<file path="src/rtl/fetch_unit.sv">
// Instruction fetch stage feeding the decode stage.
// Issues in-order word requests to instruction memory, tags each request with
// its address/mode/PID/TID, buffers returned instructions in a small FIFO and
// presents them to decode with a monotonically increasing major ID.
// Redirects flush the buffer and discard responses that are still in flight.
// Optional feature macro: FETCH_PERF_CTR_EN adds stallCycles_o and flushDrops_o.

// Flags a response that would be written into an already full buffer.
module fetch_unit_checker (
    input logic clock,
    input logic reset,
    input logic respWrite,
    input logic fifoFull
);
    noOverflow: assert property (@(posedge clock) disable iff (reset) !(respWrite && fifoFull));
endmodule

module fetch_unit #(
    parameter int addressWidth            = 64,
    parameter int instructionWidth        = 32,
    parameter int PidSize                 = 20,
    parameter int TidSize                 = 16,
    parameter int instructionCounterWidth = 64,
    parameter int fifoDepth               = 4
) (
    input  logic                               clock_i,
    input  logic                               reset_i,
    input  logic                               start_i,
    input  logic [addressWidth-1:0]            startAddress_i,
    input  logic                               is64Bit_i,
    input  logic [PidSize-1:0]                 pid_i,
    input  logic [TidSize-1:0]                 tid_i,
    input  logic                               redirect_i,
    input  logic [addressWidth-1:0]            redirectAddress_i,
    output logic                               memReq_o,
    output logic [addressWidth-1:0]            memAddr_o,
    input  logic                               memReqReady_i,
    input  logic                               memRespValid_i,
    input  logic [instructionWidth-1:0]        memRespData_i,
    input  logic                               stall_i,
    output logic                               enable_o,
    output logic [instructionWidth-1:0]        instruction_o,
    output logic [addressWidth-1:0]            instructionAddress_o,
    output logic                               is64Bit_o,
    output logic [PidSize-1:0]                 instructionPid_o,
    output logic [TidSize-1:0]                 instructionTid_o,
`ifdef FETCH_PERF_CTR_EN
    output logic [31:0]                        stallCycles_o,
    output logic [31:0]                        flushDrops_o,
`endif
    output logic [instructionCounterWidth-1:0] instructionMajId_o
);

    localparam int PTR_W = $clog2(fifoDepth);
    localparam int CNT_W = PTR_W + 1;
    localparam int TAG_W = addressWidth + 1 + PidSize + TidSize;

    localparam logic [1:0] IDLE  = 2'd0;
    localparam logic [1:0] RUN   = 2'd1;
    localparam logic [1:0] FLUSH = 2'd2;

    localparam logic [CNT_W-1:0]        CNT_ZERO   = {CNT_W{1'b0}};
    localparam logic [CNT_W-1:0]        CNT_ONE    = {{PTR_W{1'b0}}, 1'b1};
    localparam logic [CNT_W-1:0]        CNT_DEPTH  = CNT_W'(fifoDepth);
    localparam logic [CNT_W:0]          SLOT_LIMIT = (CNT_W + 1)'(fifoDepth);
    localparam logic [PTR_W-1:0]        PTR_ONE    = {{(PTR_W - 1){1'b0}}, 1'b1};
    localparam logic [addressWidth-1:0] ALIGN_MASK = {{(addressWidth - 2){1'b1}}, 2'b00};
    localparam logic [addressWidth-1:0] PC32_MASK  = {{(addressWidth - 32){1'b0}}, {32{1'b1}}};
    localparam logic [addressWidth-1:0] PC_STEP    = {{(addressWidth - 3){1'b0}}, 3'b100};
    localparam logic [instructionCounterWidth-1:0] MAJ_ONE =
        {{(instructionCounterWidth - 1){1'b0}}, 1'b1};

    logic [1:0]              state_r;
    logic [addressWidth-1:0] pc_r;
    logic [CNT_W-1:0]        outstanding_r;
    logic [CNT_W-1:0]        dropCount_r;
    logic [CNT_W-1:0]        fifoWrPtr_r;
    logic [CNT_W-1:0]        fifoRdPtr_r;
    logic [PTR_W-1:0]        tagWrPtr_r;
    logic [PTR_W-1:0]        tagRdPtr_r;
    logic [instructionCounterWidth-1:0] majId_r;

    logic [TAG_W-1:0]            tagQueue_r [fifoDepth];
    logic [TAG_W-1:0]            fifoTag_r  [fifoDepth];
    logic [instructionWidth-1:0] fifoData_r [fifoDepth];

    logic [CNT_W-1:0]        occupancy_s;
    logic [CNT_W:0]          usedSlots_s;
    logic                    fifoEmpty_s;
    logic                    fifoFull_s;
    logic                    reqAccept_s;
    logic                    redirectTake_s;
    logic                    respWrite_s;
    logic                    respCounted_s;
    logic                    pop_s;
    logic [CNT_W-1:0]        outstandingNext_s;
    logic [addressWidth-1:0] pcInc_s;
    logic [addressWidth-1:0] pcNext_s;
    logic [TAG_W-1:0]        headTag_s;

    // Buffer bookkeeping, credit check and per-cycle handshake decisions.
    always_comb begin
        occupancy_s    = fifoWrPtr_r - fifoRdPtr_r;
        usedSlots_s    = {1'b0, occupancy_s} + {1'b0, outstanding_r};
        fifoEmpty_s    = (occupancy_s == CNT_ZERO);
        fifoFull_s     = (occupancy_s == CNT_DEPTH);
        memReq_o       = (state_r == RUN) && (usedSlots_s < SLOT_LIMIT);
        memAddr_o      = pc_r;
        reqAccept_s    = memReq_o && memReqReady_i;
        redirectTake_s = redirect_i && (state_r != IDLE);
        respWrite_s    = memRespValid_i && (state_r == RUN) && !redirectTake_s;
        respCounted_s  = memRespValid_i && (outstanding_r != CNT_ZERO);
        pop_s          = !stall_i && !fifoEmpty_s && !redirectTake_s;
        outstandingNext_s = outstanding_r + (reqAccept_s ? CNT_ONE : CNT_ZERO)
                                          - (respCounted_s ? CNT_ONE : CNT_ZERO);
        pcInc_s        = pc_r + PC_STEP;
        // 32-bit mode wraps the PC at 2^32 by clearing the upper bits.
        pcNext_s       = is64Bit_i ? pcInc_s : (pcInc_s & PC32_MASK);
        headTag_s      = fifoTag_r[fifoRdPtr_r[PTR_W-1:0]];
    end

    // Fetch control FSM: PC, in-flight request count and redirect drop count.
    always_ff @(posedge clock_i or posedge reset_i) begin
        if (reset_i) begin
            state_r       <= IDLE;
            pc_r          <= {addressWidth{1'b0}};
            outstanding_r <= CNT_ZERO;
            dropCount_r   <= CNT_ZERO;
        end else if (redirectTake_s) begin
            // Every request still in flight (including one accepted right now)
            // is stale; a response landing this cycle is already discarded.
            pc_r          <= redirectAddress_i & ALIGN_MASK;
            outstanding_r <= outstandingNext_s;
            dropCount_r   <= outstandingNext_s;
            state_r       <= (outstandingNext_s != CNT_ZERO) ? FLUSH : RUN;
        end else begin
            case (state_r)
                IDLE: begin
                    if (start_i) begin
                        pc_r    <= startAddress_i & ALIGN_MASK;
                        state_r <= RUN;
                    end
                end
                RUN: begin
                    outstanding_r <= outstandingNext_s;
                    if (reqAccept_s) begin
                        pc_r <= pcNext_s;
                    end
                end
                FLUSH: begin
                    outstanding_r <= outstandingNext_s;
                    if (dropCount_r == CNT_ZERO) begin
                        state_r <= RUN;
                    end else if (memRespValid_i) begin
                        dropCount_r <= dropCount_r - CNT_ONE;
                        if (dropCount_r == CNT_ONE) begin
                            state_r <= RUN;
                        end
                    end
                end
                default: begin
                    state_r <= IDLE;
                end
            endcase
        end
    end

    // Side-queue and buffer pointers; a redirect empties both.
    always_ff @(posedge clock_i or posedge reset_i) begin
        if (reset_i) begin
            tagWrPtr_r  <= {PTR_W{1'b0}};
            tagRdPtr_r  <= {PTR_W{1'b0}};
            fifoWrPtr_r <= CNT_ZERO;
            fifoRdPtr_r <= CNT_ZERO;
        end else if (redirectTake_s) begin
            tagWrPtr_r  <= {PTR_W{1'b0}};
            tagRdPtr_r  <= {PTR_W{1'b0}};
            fifoWrPtr_r <= CNT_ZERO;
            fifoRdPtr_r <= CNT_ZERO;
        end else begin
            tagWrPtr_r  <= tagWrPtr_r + (reqAccept_s ? PTR_ONE : {PTR_W{1'b0}});
            tagRdPtr_r  <= tagRdPtr_r + (respWrite_s ? PTR_ONE : {PTR_W{1'b0}});
            fifoWrPtr_r <= fifoWrPtr_r + (respWrite_s ? CNT_ONE : CNT_ZERO);
            fifoRdPtr_r <= fifoRdPtr_r + (pop_s ? CNT_ONE : CNT_ZERO);
        end
    end

    // Storage: request tags captured at acceptance, responses joined with their tag.
    always_ff @(posedge clock_i) begin
        if (reqAccept_s && !redirectTake_s) begin
            tagQueue_r[tagWrPtr_r] <= {pc_r, is64Bit_i, pid_i, tid_i};
        end
        if (respWrite_s) begin
            fifoData_r[fifoWrPtr_r[PTR_W-1:0]] <= memRespData_i;
            fifoTag_r[fifoWrPtr_r[PTR_W-1:0]]  <= tagQueue_r[tagRdPtr_r];
        end
    end

    // Decode-facing output register: pop when not stalled, hold under stall.
    always_ff @(posedge clock_i or posedge reset_i) begin
        if (reset_i) begin
            enable_o             <= 1'b0;
            instruction_o        <= {instructionWidth{1'b0}};
            instructionAddress_o <= {addressWidth{1'b0}};
            is64Bit_o            <= 1'b0;
            instructionPid_o     <= {PidSize{1'b0}};
            instructionTid_o     <= {TidSize{1'b0}};
            instructionMajId_o   <= {instructionCounterWidth{1'b0}};
            majId_r              <= {instructionCounterWidth{1'b0}};
        end else if (redirectTake_s) begin
            enable_o <= 1'b0;
        end else if (!stall_i) begin
            if (pop_s) begin
                enable_o             <= 1'b1;
                instruction_o        <= fifoData_r[fifoRdPtr_r[PTR_W-1:0]];
                {instructionAddress_o, is64Bit_o, instructionPid_o, instructionTid_o} <= headTag_s;
                instructionMajId_o   <= majId_r;
                majId_r              <= majId_r + MAJ_ONE;
            end else begin
                enable_o <= 1'b0;
            end
        end
    end

`ifdef FETCH_PERF_CTR_EN
    logic respDrop_s;

    // A response is discarded while flushing or when it coincides with a redirect.
    always_comb begin
        respDrop_s = memRespValid_i && ((state_r == FLUSH) || redirectTake_s);
    end

    // Saturating performance counters.
    always_ff @(posedge clock_i or posedge reset_i) begin
        if (reset_i) begin
            stallCycles_o <= 32'd0;
            flushDrops_o  <= 32'd0;
        end else begin
            if (stall_i && enable_o && (stallCycles_o != 32'hFFFF_FFFF)) begin
                stallCycles_o <= stallCycles_o + 32'd1;
            end
            if (respDrop_s && (flushDrops_o != 32'hFFFF_FFFF)) begin
                flushDrops_o <= flushDrops_o + 32'd1;
            end
        end
    end
`endif

    fetch_unit_checker u_checker (
        .clock     (clock_i),
        .reset     (reset_i),
        .respWrite (respWrite_s),
        .fifoFull  (fifoFull_s)
    );

endmodule

</file>
<file path="config.mk">
export PLATFORM = sky130hd
export DESIGN_NAME = fetch_unit
export DESIGN_NICKNAME = d
export VERILOG_FILES = /design/src/rtl/fetch_unit.sv
export SDC_FILE = /design/constraint.sdc
export NUM_CORES = 2
export LEC_CHECK = 0
export CAP_MARGIN = 20
export CELL_PAD_IN_SITES_DETAIL_PLACEMENT = 1
export CELL_PAD_IN_SITES_GLOBAL_PLACEMENT = 1
export CORE_ASPECT_RATIO = 1.5
export CORE_MARGIN = 2
export CORE_UTILIZATION = 45
export DETAILED_ROUTE_END_ITERATION = 8
export GPL_TIMING_DRIVEN = 0
export PLACE_DENSITY_LB_ADDON = 0.1
export RECOVER_POWER = 100
export SLEW_MARGIN = 20
export SYNTH_ARGS = -nofsm -noshare
export SYNTH_HDL_FRONTEND = slang
export SYNTH_SLANG_ARGS = --single-unit
</file>
<file path="constraint.sdc">
create_clock -name clock_i -period 12.4 [get_ports clock_i]
set_input_delay 1.86 -clock clock_i [delete_from_list [all_inputs] [get_ports clock_i]]
set_output_delay 1.86 -clock clock_i [all_outputs]
set_load 0.02 [all_outputs]
</file>
==> flow_summary_export.csv <==
group,metric,value,unit
synthesis,synthFlopType,"edfxtp_1",
global_route,grt_antenna_before_repair,22,
hold_path,min-delay-path-class,"flip-flop to flip-flop",
global_route,gr-total-overflow,0,
sta,tightestPinTransition,5130,ps
synthesis,synth_top_family_by_area,"multiplexers",
clock_tree,cts_tree,"yes",
synthesis,ys_top_cells_by_area,"edfxtp_1 (56%), dfrtp_1 (17%), mux4_2 (10%), mux2_2 (4.5%), xnor2_1 (1.3%)",
clock_tree,cts_buffers,116,
finish,final_nets,3521,
global_route,grt_pass1_vias,31000,
clock_tree,postCtsSetupBuffers,0,
pwr,peakVddDrop,0.000122,V
sta,grt_setup_unrepaired,"false",
worst_setup_path,worstSetupPathType,"flip-flop to flip-flop",
global_route,grtUsageTotal,25.7,%
sta,tns,0,ps
synthesis,synthSimpleGateAreaFrac,4.46,%
sta,hold_violations,0,
floorplanning,core,109000,um2
status,violations,"max-capacitance violations, max-slew violations",
synthesis,synth-edff-count,920,
synthesis,synthXorXnorAreaFrac,1.63,%
synthesis,synth_area_leader_cell,"edfxtp_1",
placed_design,portBuffers,458,
synthesis,yosysMostFrequentCell,"edfxtp_1",
worst_setup_path,arrival,9380,ps
synthesis,synth_mux_area_share,15.2,%
sta,fmax,0.109,GHz
worst_setup_path,cp_max_fo,40,
finish,drive_gt1_share,19.1,%
synthesis,syn_area,49400,um2
sta,max_slew_margin,-242,%
clock_tree,ctsResizeCount,0,
floorplanning,boundaryPins,467,
clock_tree,clock-sinks,1260,
floorplanning,die_w,274,um
sta,min_period,9150,ps
sta,hold-worst-slack,476,ps
pwr,power,14.2,mW
clock_tree,htreeDepth,3,
synthesis,synth.distinct_cells,80,
status,status,"finished with violations",
placed_design,gp_congestion,0.893,
floorplanning,start_util,45.4,%
finish,final_util,55.2,%
routing,antenna_left,0,
finish,fillers,9825,
sta,setup_viol,0,
synthesis,ys_warn_count,0,
synthesis,synthCells,2660,
routing,routed_wl,141,mm
worst_setup_path,worstPathRequired,12640,ps
floorplanning,num_rows,148,
routing,vias,27600,
clock_tree,insertion_delay,730,ps
floorplanning,die_h,410,um
clock_tree,cts_max_path_buffers,3,
sta,maxSlewViolCount,657,
synthesis,async_reset_ff_share,27.0,%
synthesis,synth_seq_cells,1260,
pwr,power.density,236,nW/um2
pwr,p_leak,20.8,nW
worst_setup_path,crit_path_start_kind,"flip-flop",
synthesis,seq_area_frac_synth,73.2,%
routing,drc,0,
sta,skew,34.3,ps
global_route,grt_first_pass_wirelength,210,mm
placed_design,dp_hpwl,102,mm
sta,fin_ws,3250,ps
routing,dr.pass1.iters,5,
floorplanning,die-area,112000,um2
routing,via_per_inst,5.72,
routing,wl_per_cell,29.2,um
finish,area_growth,21.6,%
global_route,grt_max_degree,92,
synthesis,synth_fa_ha_area_share,0.563,%
synthesis,synth_top_area_share,56.0,%
worst_setup_path,cp-end-kind,"flip-flop",
clock_tree,cts_root_buf,"clkbuf_16",
sta,period_share,73.8,%
clock_tree,hold_buffers,0,
synthesis,avgSynthCellArea,18.6,um2
synthesis,ys_top_cells_by_count,"edfxtp_1 (920), dfrtp_1 (340), mux4_2 (230)",
placed_design,place_ws,5900,ps
clock_tree,clk_pin_slew,60,ps
job,max_cap_viol_count,21,
routing,first_iter_violations,1928,
synthesis,synth-compound-area-share,3.45,%
==> worst max-delay path: stages, from the launching register on <==
cell,delay (ps)
dfrtp_1,370
clkbuf_1,490
clkbuf_1,900
clkbuf_1,610
inv_1,140
fa_1,420
xor3_1,420
inv_1,110
ha_1,280
nor3_1,360
nand4_1,400
nor2_1,300
and3_1,1480
clkbuf_1,2320
==> metal layers <==
layer | GRT usage [%] | routed length [um]
met1 | 30.8 | 52900
met2 | 46.1 | 74900
met3 | 4.33 | 7730
met4 | 9.40 | 5370
met5 | 0 | 54
==> cell type report <==
cell class / count / area (um2) / share of cell area (%)
clock inverters: 64 / 795 / 1.32
well taps: 1425 / 1780 / 2.97
plain buffers: 137 / 543 / 0.905
multi-input cells: 1230 / 12500 / 20.8
inverters: 36 / 136 / 0.227
repair buffers: 515 / 4850 / 8.09
diodes: 5 / 12.5 / 0.0208
clock buffers: 156 / 3300 / 5.50
flip-flops and latches: 1260 / 36100 / 60.2
==> power breakdown <==
group	total, mW	switching, mW	internal (mW)
logic	4.41	2.59	1.81
registers	5.95	0.586	5.37
clock network	3.81	1.60	2.21
total	14.2	4.77	9.39
==> logic make-up after synthesis <==
logic type	Yosys count
mux	436
simple gates	414
xor+xnor	90
compound gates	265
flops	1260
fa+ha+maj	21
buf+inv	173
other cells	1
==> flip-flops by register name, indices dropped and copies added (netlist names), 16 cells and up <==
| signal | count |
|---|---|
| instructionMajId_o | 64 |
| memAddr_o | 62 |
| majId_r | 64 |
| instructionTid_o | 16 |
| fifoData_r | 128 |
| fifoTag_r | 396 |
| tagQueue_r | 396 |
| instructionAddress_o | 62 |
| instruction_o | 32 |
| instructionPid_o | 20 |
==> stage by stage <==
stage               instance area, um2  instances
floorplan                        49400       2663
global placement                 55700       4546
detailed placement               56900       4602
CTS                              61000       4822
global route                     60000       4826
finish                           60000       4828
==> cells in the final DEF, fill, tap and decap left out, drive strengths merged, types with 5 or more instances in the layout <==
cell,n
a211oi,21
a21oi,68
a221oi,8
a31oi,6
and2,16
and3,37
and4,15
buf,23
bufinv,16
clkbuf,327
clkdlybuf4s50,128
clkinv,35
clkinvlp,11
dfrtp,340
diode,5
dlygate4sd3,330
edfxtp,920
ha,19
inv,38
mux2,198
mux2i,8
mux4,230
nand2,84
nand3,53
nand4,43
nor2,85
nor2b,6
nor3,34
nor4,21
o211ai,7
o21ai,83
o221ai,7
o22ai,9
o2bb2ai,8
o31a,5
or3,6
xnor2,74
xor2,15
==> worst paths after layout <==
| check | start | to | slack (ps) | cells past startpoint |
|---|---|---|---|---|
| worst min-delay path | majId_r[63] | majId_r[63] | 480 | 1 |
| worst max-delay path | fifoRdPtr_r[1] | tagQueue_r[3][89] | 3250 | 13 |
| max in group asynchronous | reset_i | memAddr_o[52] | 4780 | 3 |
| worst min register to register | majId_r[63] | majId_r[63] | 480 | 1 |
| worst max register to register | fifoRdPtr_r[1] | tagQueue_r[3][89] | 3250 | 13 |
| min in group asynchronous | reset_i | instruction_o[14] | 2020 | 2 |
Power figures use the tool's default switching activity.
==> edit (same settings) <==
The parameter `instructionCounterWidth` goes from 64 to 96.
--- a/src/rtl/fetch_unit.sv
+++ b/src/rtl/fetch_unit.sv
@@ -21,5 +21,5 @@
     parameter int PidSize                 = 20,
     parameter int TidSize                 = 16,
-    parameter int instructionCounterWidth = 64,
+    parameter int instructionCounterWidth = 96,
     parameter int fifoDepth               = 4
 ) (
Ports: changed (resized instructionMajId_o); port bits go from 467 to 499. The function was not compared with the original's and may differ.
==> edit against the original RTL <==
  * The run still ends with max-capacitance violations, max-slew violations left
  * Critical path type is now input pin to flop
  * Power increased by 1.4%
  * Count of clock-buffer cells in the layout grew 9
  * Register-to-register slack improved by 0.33 ns
  * Utilization grew 0.34 points
  * Routed wire length increased by 8.3%
  * Highest routed layer unchanged
  * Setup slack got worse by 0.34 ns
  * Sequential cell count increased by 64
  * Area after synthesis rose by 5.6%
  * Cell area increased by 6.1%
  * Combinational power is 4% lower
  * Critical endpoint is now fifoData_r[2][1]
==> edit: results (changes against the original RTL) <==
.. list-table::
   :header-rows: 1

   * - Metric
     - Value
   * - Post-CTS Hold Buffers
     - 0 (unchanged)
   * - First drt pass iteration count
     - 7 (+2)
   * - Post-placement worst setup slack
     - 5.46 ns (-0.438 ns)
   * - Final worst path period share
     - 76.5% (+2.8 points)
   * - Wire length of the first global-routing pass
     - 226 mm (+7.7%)
   * - Failing checks
     - max-capacitance violations, max-slew violations
   * - Final-stage net count
     - 3872 (+10%)
   * - Delay of the slowest critical-path stage
     - 1.59 ns (-0.73 ns)
   * - Dominant cells by area after synthesis
     - sky130_fd_sc_hd__edfxtp_1 53%, sky130_fd_sc_hd__dfrtp_1 19%, sky130_fd_sc_hd__mux4_2 9.9%, sky130_fd_sc_hd__mux2_2 5.0%, sky130_fd_sc_hd__xnor2_1 1.3%
   * - CP Launch Point
     - redirect_i
   * - Routed wire per std cell
     - 28.8 um (-1.5%)
   * - Sequential fraction of the synthesis area
     - 72.4% (-0.78 points)
   * - DP Wirelength
     - 113 mm (+12%)
   * - Max-cap violation count
     - 23 (+9.5%)
   * - Hold_ws
     - 0.482 ns (+0.00541 ns)
   * - Drt first-iter violations
     - 1948 (+1.0%)
   * - Final Max Tran Viols
     - 676 (+2.9%)
   * - Worst r2r src
     - fifoRdPtr_r[1]
   * - All-layer global routing usage
     - 26.3% (+0.62 points)
   * - Distinct cell type count of the synthesized netlist
     - 78 (-2.5%)
   * - Clk Latency, worst-skew pair
     - 0.77 ns (+0.04 ns)
   * - Register-to-register path setup slack
     - 3.58 ns (+0.33 ns)
   * - Run status
     - finished, violations left
   * - Most instantiated cells after synthesis
     - 920 x sky130_fd_sc_hd__edfxtp_1, 404 x sky130_fd_sc_hd__dfrtp_1, 230 x sky130_fd_sc_hd__mux2_2, 230 x sky130_fd_sc_hd__mux4_2, 99 x sky130_fd_sc_hd__nor2_1
   * - Portion of netlist area occupied by mux cells
     - 15.0% (-0.22 points)
   * - Total vias in the final route
     - 30300 (+9.5%)
   * - Min-Delay Startpoint
     - majId_r[95]
   * - Ratio of cells with drive above 1 in the final layout
     - 18.3% (-0.80 points)
   * - Arrival @ worst endpoint
     - 9.81 ns (+0.43 ns)
   * - Post-CTS Repair Setup Buffers
     - 0 (unchanged)
   * - Pin count of the biggest net entering global routing
     - 39 (-58%)
   * - Number of buffers inserted during clock tree synthesis
     - 130 (+12%)
   * - Synth async-reset ratio
     - 30.5% (+3.5 points)
   * - Xor and xnor fraction of the mapped netlist area
     - 2.00% (+0.37 points)
   * - Critical-path maximum fanout
     - 29 (-28%)
   * - Setup Skew
     - 0.0542 ns (+0.0199 ns)
   * - # port buffers
     - 490 (+7.0%)
## edit: cell types whose count changed after synthesis, sizes merged, moves of 12 or more
cell / delta
xor2: +22
a21oi: +18
nand2: +12
nand3: +20
and4: +14
clkbuf: +20
dfrtp: +64
mux2: +32
nor2: +14
buf: -21
## edit: area by class of cell
cell class | instances | area, um2
clock buffers | 165 | 3500
flip-flops and latches | 1324 | 37700
multi-input cells | 1408 | 13700
inverters | 27 | 103
diodes | 11 | 27.5
clock inverters | 75 | 756
well taps | 1540 | 1930
fillers | 10600 | 51000
plain buffers | 136 | 549
repair buffers | 620 | 5450
## edit: worst paths after layout
check                                         end  depth (start not counted)
min in group asynchronous        instruction_o[7]                          2
max in group asynchronous  instructionMajId_o[31]                          7
hold reg to reg                       majId_r[95]                          1
setup / recovery                 fifoData_r[2][1]                         10
setup reg to reg                tagQueue_r[3][50]                         13
hold / removal                        majId_r[95]                          1
## edit: cells by family (layout without fill, tap and decap cells)
kind of cell               after synthesis  count (layout)
AOI/OAI and AO/OA                      285             285
xor gates and xnor gates               117             117
adders and majority gates               21              21
buffers and inverters                  163            1023
DFF                                   1324            1324
muxes                                  462             462
other                                    1              15
and+or+nand+nor                        519             519
## edit: routing by layer
layer  global-route usage (%)  vias up  part of all wire, %
li1                         -    13000                    -
met1                     31.2    16000                   37
met2                     47.3      970                   53
met3                     4.53      322                  5.5
met4                     10.4       14                  4.0
met5                        0        -                0.058
## edit: metrics by stage
step                      util, %  instance area (um2)  instances
after floorplan                 -                52100       2895
after global placement       51.4                59000       4925
after detailed placement     52.5                60200       5052
after CTS                    56.2                64500       5292
after global routing         55.5                63700       5299
final                        55.6                63700       5306
## edit: power by group
part,switching [uW],internal [uW]
clock network,1740,2200
logic,2530,1720
registers,636,5540
total,4900,9470
